--- src/rtl/mem_arbiter2.sv ---
// Two-requester round-robin arbiter for the shared instruction/data memory port.
// Holds the grant until mem_ack or watchdog expiry, then forces one IDLE bubble.

module multiplexer2 #(
    parameter int WIDTH = 32
) (
    input  logic             sel,
    input  logic [WIDTH-1:0] in0,
    input  logic [WIDTH-1:0] in1,
    output logic [WIDTH-1:0] out
);
    assign out = sel ? in1 : in0;
endmodule

// state | meaning
// IDLE  | no access outstanding; arbitrate on req0/req1 at next posedge
// BUSY  | mem_req high for owner sel; wait for mem_ack or watchdog expiry
module mem_arbiter2 #(
    parameter int ADDR_WIDTH = 32,
    parameter int DATA_WIDTH = 32,
    parameter int TIMEOUT    = 15
) (
    input  logic                  clock,
    input  logic                  reset,
    input  logic                  req0,
    input  logic                  req1,
    input  logic                  we0,
    input  logic                  we1,
    input  logic [ADDR_WIDTH-1:0] addr0,
    input  logic [ADDR_WIDTH-1:0] addr1,
    input  logic [DATA_WIDTH-1:0] wdata0,
    input  logic [DATA_WIDTH-1:0] wdata1,
    output logic                  ack0,
    output logic                  ack1,
    output logic                  err,
    output logic [DATA_WIDTH-1:0] rdata,
    output logic                  mem_req,
    output logic                  mem_we,
    output logic [ADDR_WIDTH-1:0] mem_addr,
    output logic [DATA_WIDTH-1:0] mem_wdata,
    input  logic                  mem_ack,
    input  logic [DATA_WIDTH-1:0] mem_rdata,
    output logic                  sel
);

    typedef enum logic {
        IDLE = 1'b0,
        BUSY = 1'b1
    } state_t;

    localparam logic [7:0] WD_LAST = 8'(TIMEOUT - 1);
    localparam logic [7:0] WD_MAX  = 8'hFF;

    state_t     state, state_nxt;
    logic       sel_nxt;
    logic       last, last_nxt;
    logic       mem_req_nxt;
    logic [7:0] wd_cnt, wd_cnt_nxt;

    logic busy;
    logic wd_expire;
    logic done;

    assign busy      = (state == BUSY);
    // A real ack arriving on the expiry cycle takes priority over the abort.
    assign wd_expire = busy && !mem_ack && (wd_cnt == WD_LAST);
    assign done      = busy && (mem_ack || wd_expire);

    assign ack0  = done && !sel;
    assign ack1  = done && sel;
    assign err   = wd_expire;
    assign rdata = mem_rdata;

    always_ff @(posedge clock) begin
        if (!reset) begin
            state   <= IDLE;
            sel     <= 1'b0;
            last    <= 1'b1;
            mem_req <= 1'b0;
            wd_cnt  <= 8'd0;
        end else begin
            state   <= state_nxt;
            sel     <= sel_nxt;
            last    <= last_nxt;
            mem_req <= mem_req_nxt;
            wd_cnt  <= wd_cnt_nxt;
        end
    end

    always_comb begin
        state_nxt   = state;
        sel_nxt     = sel;
        last_nxt    = last;
        mem_req_nxt = mem_req;
        wd_cnt_nxt  = wd_cnt;
        case (state)
            IDLE: begin
                if (req0 || req1) begin
                    state_nxt   = BUSY;
                    mem_req_nxt = 1'b1;
                    wd_cnt_nxt  = 8'd0;
                    sel_nxt     = (req0 && req1) ? !last : req1;
                end
            end
            BUSY: begin
                if (done) begin
                    state_nxt   = IDLE;
                    mem_req_nxt = 1'b0;
                    last_nxt    = sel;
                end else if (wd_cnt != WD_MAX) begin
                    wd_cnt_nxt = wd_cnt + 8'd1;
                end
            end
            default: begin
                state_nxt   = IDLE;
                mem_req_nxt = 1'b0;
            end
        endcase
    end

    multiplexer2 #(.WIDTH(1)) u_mux_we (
        .sel (sel),
        .in0 (we0),
        .in1 (we1),
        .out (mem_we)
    );

    multiplexer2 #(.WIDTH(ADDR_WIDTH)) u_mux_addr (
        .sel (sel),
        .in0 (addr0),
        .in1 (addr1),
        .out (mem_addr)
    );

    multiplexer2 #(.WIDTH(DATA_WIDTH)) u_mux_wdata (
        .sel (sel),
        .in0 (wdata0),
        .in1 (wdata1),
        .out (mem_wdata)
    );

endmodule

--- config.mk ---
export PLATFORM = sky130hd
export DESIGN_NAME = mem_arbiter2
export DESIGN_NICKNAME = d
export VERILOG_FILES = /design/src/rtl/mem_arbiter2.sv
export SDC_FILE = /design/constraint.sdc
export NUM_CORES = 1
export LEC_CHECK = 0
export CAP_MARGIN = 30
export CORE_ASPECT_RATIO = 0.7
export CORE_MARGIN = 10
export CORE_UTILIZATION = 23
export CTS_BUF_LIST = sky130_fd_sc_hd__clkbuf_8
export DETAILED_ROUTE_END_ITERATION = 16
export GPL_TIMING_DRIVEN = 0
export PLACE_DENSITY = 0.88
export REMOVE_ABC_BUFFERS = 1
export SLEW_MARGIN = 20
export SYNTH_ARGS = -nofsm -noshare
export SYNTH_HDL_FRONTEND = slang
export SYNTH_SLANG_ARGS = --single-unit
--- constraint.sdc ---
create_clock -name clock -period 1.8 [get_ports clock]
set_input_delay 0.45 -clock clock [delete_from_list [all_inputs] [get_ports clock]]
set_output_delay 0.45 -clock clock [all_outputs]
set_load 0.1 [all_outputs]
==> results.cfg <==
[outcome]
outcome = finished with violations
violations = setup timing

[route]
vias = 2298
wl_per_cell_um = 29.7
dr.pass1.iters = 4
route.detailed.drc = 0
drt-total-wl_um = 14300
drt_iter0_markers = 94
ant_nets = 0
vias_per_cell = 4.78

[timing]
hold_violations = 0
fin_crit_sh_pct = 114
max_freq_ghz = 0.486
slew_violations = 0
maxSlewHeadroom_pct = 62.4
timing.final.crit_period_ns = 2.06
fin_skew_ns = 0.00666
worstMarginPinSlew_ns = 0.567
grt_setup_unrepaired = yes
finalSetupViolations = 61
layout_setup_ws_ns = -0.258
hold_slack_ns = 0.499

[min_path]
hold_path_depth = 1
whs_endpoint = wd_cnt[0]$_SDFFE_PN0P_
hp-class = flop to flop
hold_start = wd_cnt[0]$_SDFFE_PN0P_

[power]
power_leakage_nw = 2.26
max-vdd-ir-drop_uv = 517
powerDensity_nw_per_um2 = 602
power.total_mw = 3.12

[worst_setup_path]
critPathCaptureType = output pin
critPathMostFrequentCell = buf_12
crit_type = flop to output pin
cp-start-kind = flop
r2r_setup_slack_ns = 0.13
path_cells = buf_12 -> buf_12 -> buf_16 -> buf_6 -> mux2_4 -> buf_12
cp.arrival_ns = 1.61
worstReg2RegStart = wd_cnt[4]$_SDFFE_PN0P_
path_max_fanout = 7
slowest_delay_ns = 0.37
worst-endpoint-required_ns = 1.35
rr_endpoint = wd_cnt[3]$_SDFFE_PN0P_
crit_slowest_cell = dfxtp_4
r2r_cells = 7

[finish]
antenna_cells = 0
drive_above_1_share_pct = 50.9
design.final.nets = 553
areaGrowthSynthToFinish_pct = 204
final_cell_mix = clkdlybuf4s50_1 (128), buf_12 (68), mux2_4 (65)
layoutNonFillerInstCount = 481
design_area_um2 = 5170
final_common_cell = clkdlybuf4s50_1

[synthesis]
syn_area_per_cell_um2 = 9.20
syn-instance-count = 185
ys_warn_count = 0
synth_cell_type_count = 42
ys_seq_area_share_pct = 14.1
netlist_area_um2 = 1700
ys_seq_elements = 12

[placed_design]
placed_cells = 453
io_buffer_count = 204
pre_cts_ws_ns = -1.08
place_area_um2 = 3810
gp_congestion = 0.825
post-dp-hpwl_um = 9450

[clocking]
numCtsBuffers = 3
root_buffer = clkbuf_8
clkSlewWorstSetupHoldPaths_ns = 0.06
cts_tree = done
cts-htree-levels = 1
ctsLongestPathBuffers = 2
clk_latency_ns = 0.24
cts_sinks = 12

[floorplan]
die-area_um2 = 11300
initial_core_util_pct = 23.5
num_rows = 26
dieWidth_um = 123
ioPinCount = 269
die_height_um = 92.0
core_area_um2 = 7250

[run]
maxCapViolations = 0

[global_routing]
grt_pass1_wl_um = 19600
grt_pass1_vias = 2596
grt_max_degree = 14
antenna_found_initial = 0
track_usage_pct = 23.7
grt.overflow.total = 0
[cells in the mapped netlist (all sizes together)]
master	count	area, um2
a21boi	1	7.51
o211a	2	20.0
nor2b	1	6.26
or3	1	6.26
o21ai	4	23.8
buf	39	270
nand2	5	26.3
nand3	6	35.0
o31ai	2	15.0
and4b	1	10.0
or2	2	12.5
a21oi	5	28.8
o21a	1	7.51
o211ai	2	15.0
nor4	1	21.3
and3b	1	8.76
ha	2	25.0
inv	4	15.0
and2	1	6.26
nand2b	1	6.26
a31oi	3	33.8
and3	4	27.5
nand3b	1	7.51
a211o	1	8.76
xor2	1	8.76
clkbuf	3	11.3
nand4	2	12.5
mux2	66	743
dfxtp	12	240
nand4b	1	8.76
nor2	9	33.8
[worst max-delay path by stage]
stage,to,depth (start not counted),start,slack (ns)
after CTS,mem_wdata[25],6,sel$_SDFFE_PN0P_,-0.31
after global routing,mem_wdata[21],6,sel$_SDFFE_PN0P_,-0.29
after global placement,mem_wdata[8],2,sel$_SDFFE_PN0P_,-2.65
final,mem_wdata[21],6,sel$_SDFFE_PN0P_,-0.26
after detailed placement,ack1,5,wd_cnt[4]$_SDFFE_PN0P_,-1.08
after floorplan,ack1,2,sel$_SDFFE_PN0P_,-2.49
[timing repair]
item	in CTS	in global routing
hold buffers	0	0
resized for setup	650	27
endpoints found under the hold margin	0	0
pin swaps	1	2
setup buffers	20	7
gates cloned	7	0
setup endpoints to repair	71	72
[power by group]
| group | internal [mW] | switching (mW) |
|---|---|---|
| logic | 1.14 | 1.42 |
| clock network | 0.151 | 0.107 |
| registers | 0.275 | 0.0210 |
[layout make-up]
cell class / count / area [um2]
well taps: 98 / 123
multi-input cells: 127 / 1460
inverters: 4 / 15.0
clock buffers: 3 / 41.3
repair buffers: 236 / 3270
fillers: 479 / 2080
clock inverters: 1 / 3.75
flip-flops and latches: 12 / 260
[sequential cells by signal, summed over array words and instances (netlist names)]
register and cells:
mem_req 1, wd_cnt 8, busy 1, sel 1
last 1
[critical path, delay by kind of cell, from the launching register on]
kind	cells	cell delay, ns
mux	1	0.30
buf+inv	5	0.67
flops	1	0.37
[routing by layer]
| layer | vias to the layer above | wire length, um | GRT usage [%] |
|---|---|---|---|
| met1 | 1117 | 4840 | 24.7 |
| met4 | 0 | 124 | 2.64 |
| met3 | 12 | 1250 | 8.82 |
| met2 | 135 | 8060 | 45.2 |
| met5 | - | 0 | 0 |
| li1 | 1034 | - | - |
[per-stage QoR]
step	setup TNS [ns]	util [%]
after floorplan	-131.38	-
after global placement	-175.31	49.4
after detailed placement	-57.53	52.5
after CTS	-9.87	70.2
after global routing	-10.16	71.3
final	-8.20	71.3
[cells by family (layout without fill, tap and decap cells)]
family | after synthesis | in the layout | share of synthesized area (%)
flops | 12 | 12 | 14.1
simple gates | 37 | 37 | 13.4
xor+xnor | 1 | 1 | 0.514
compound gates | 21 | 21 | 9.40
buf+inv | 46 | 244 | 17.4
mux | 66 | 66 | 43.6
fa+ha+maj | 2 | 2 | 1.47
No activity file was read; power rests on OpenSTA's default activity.
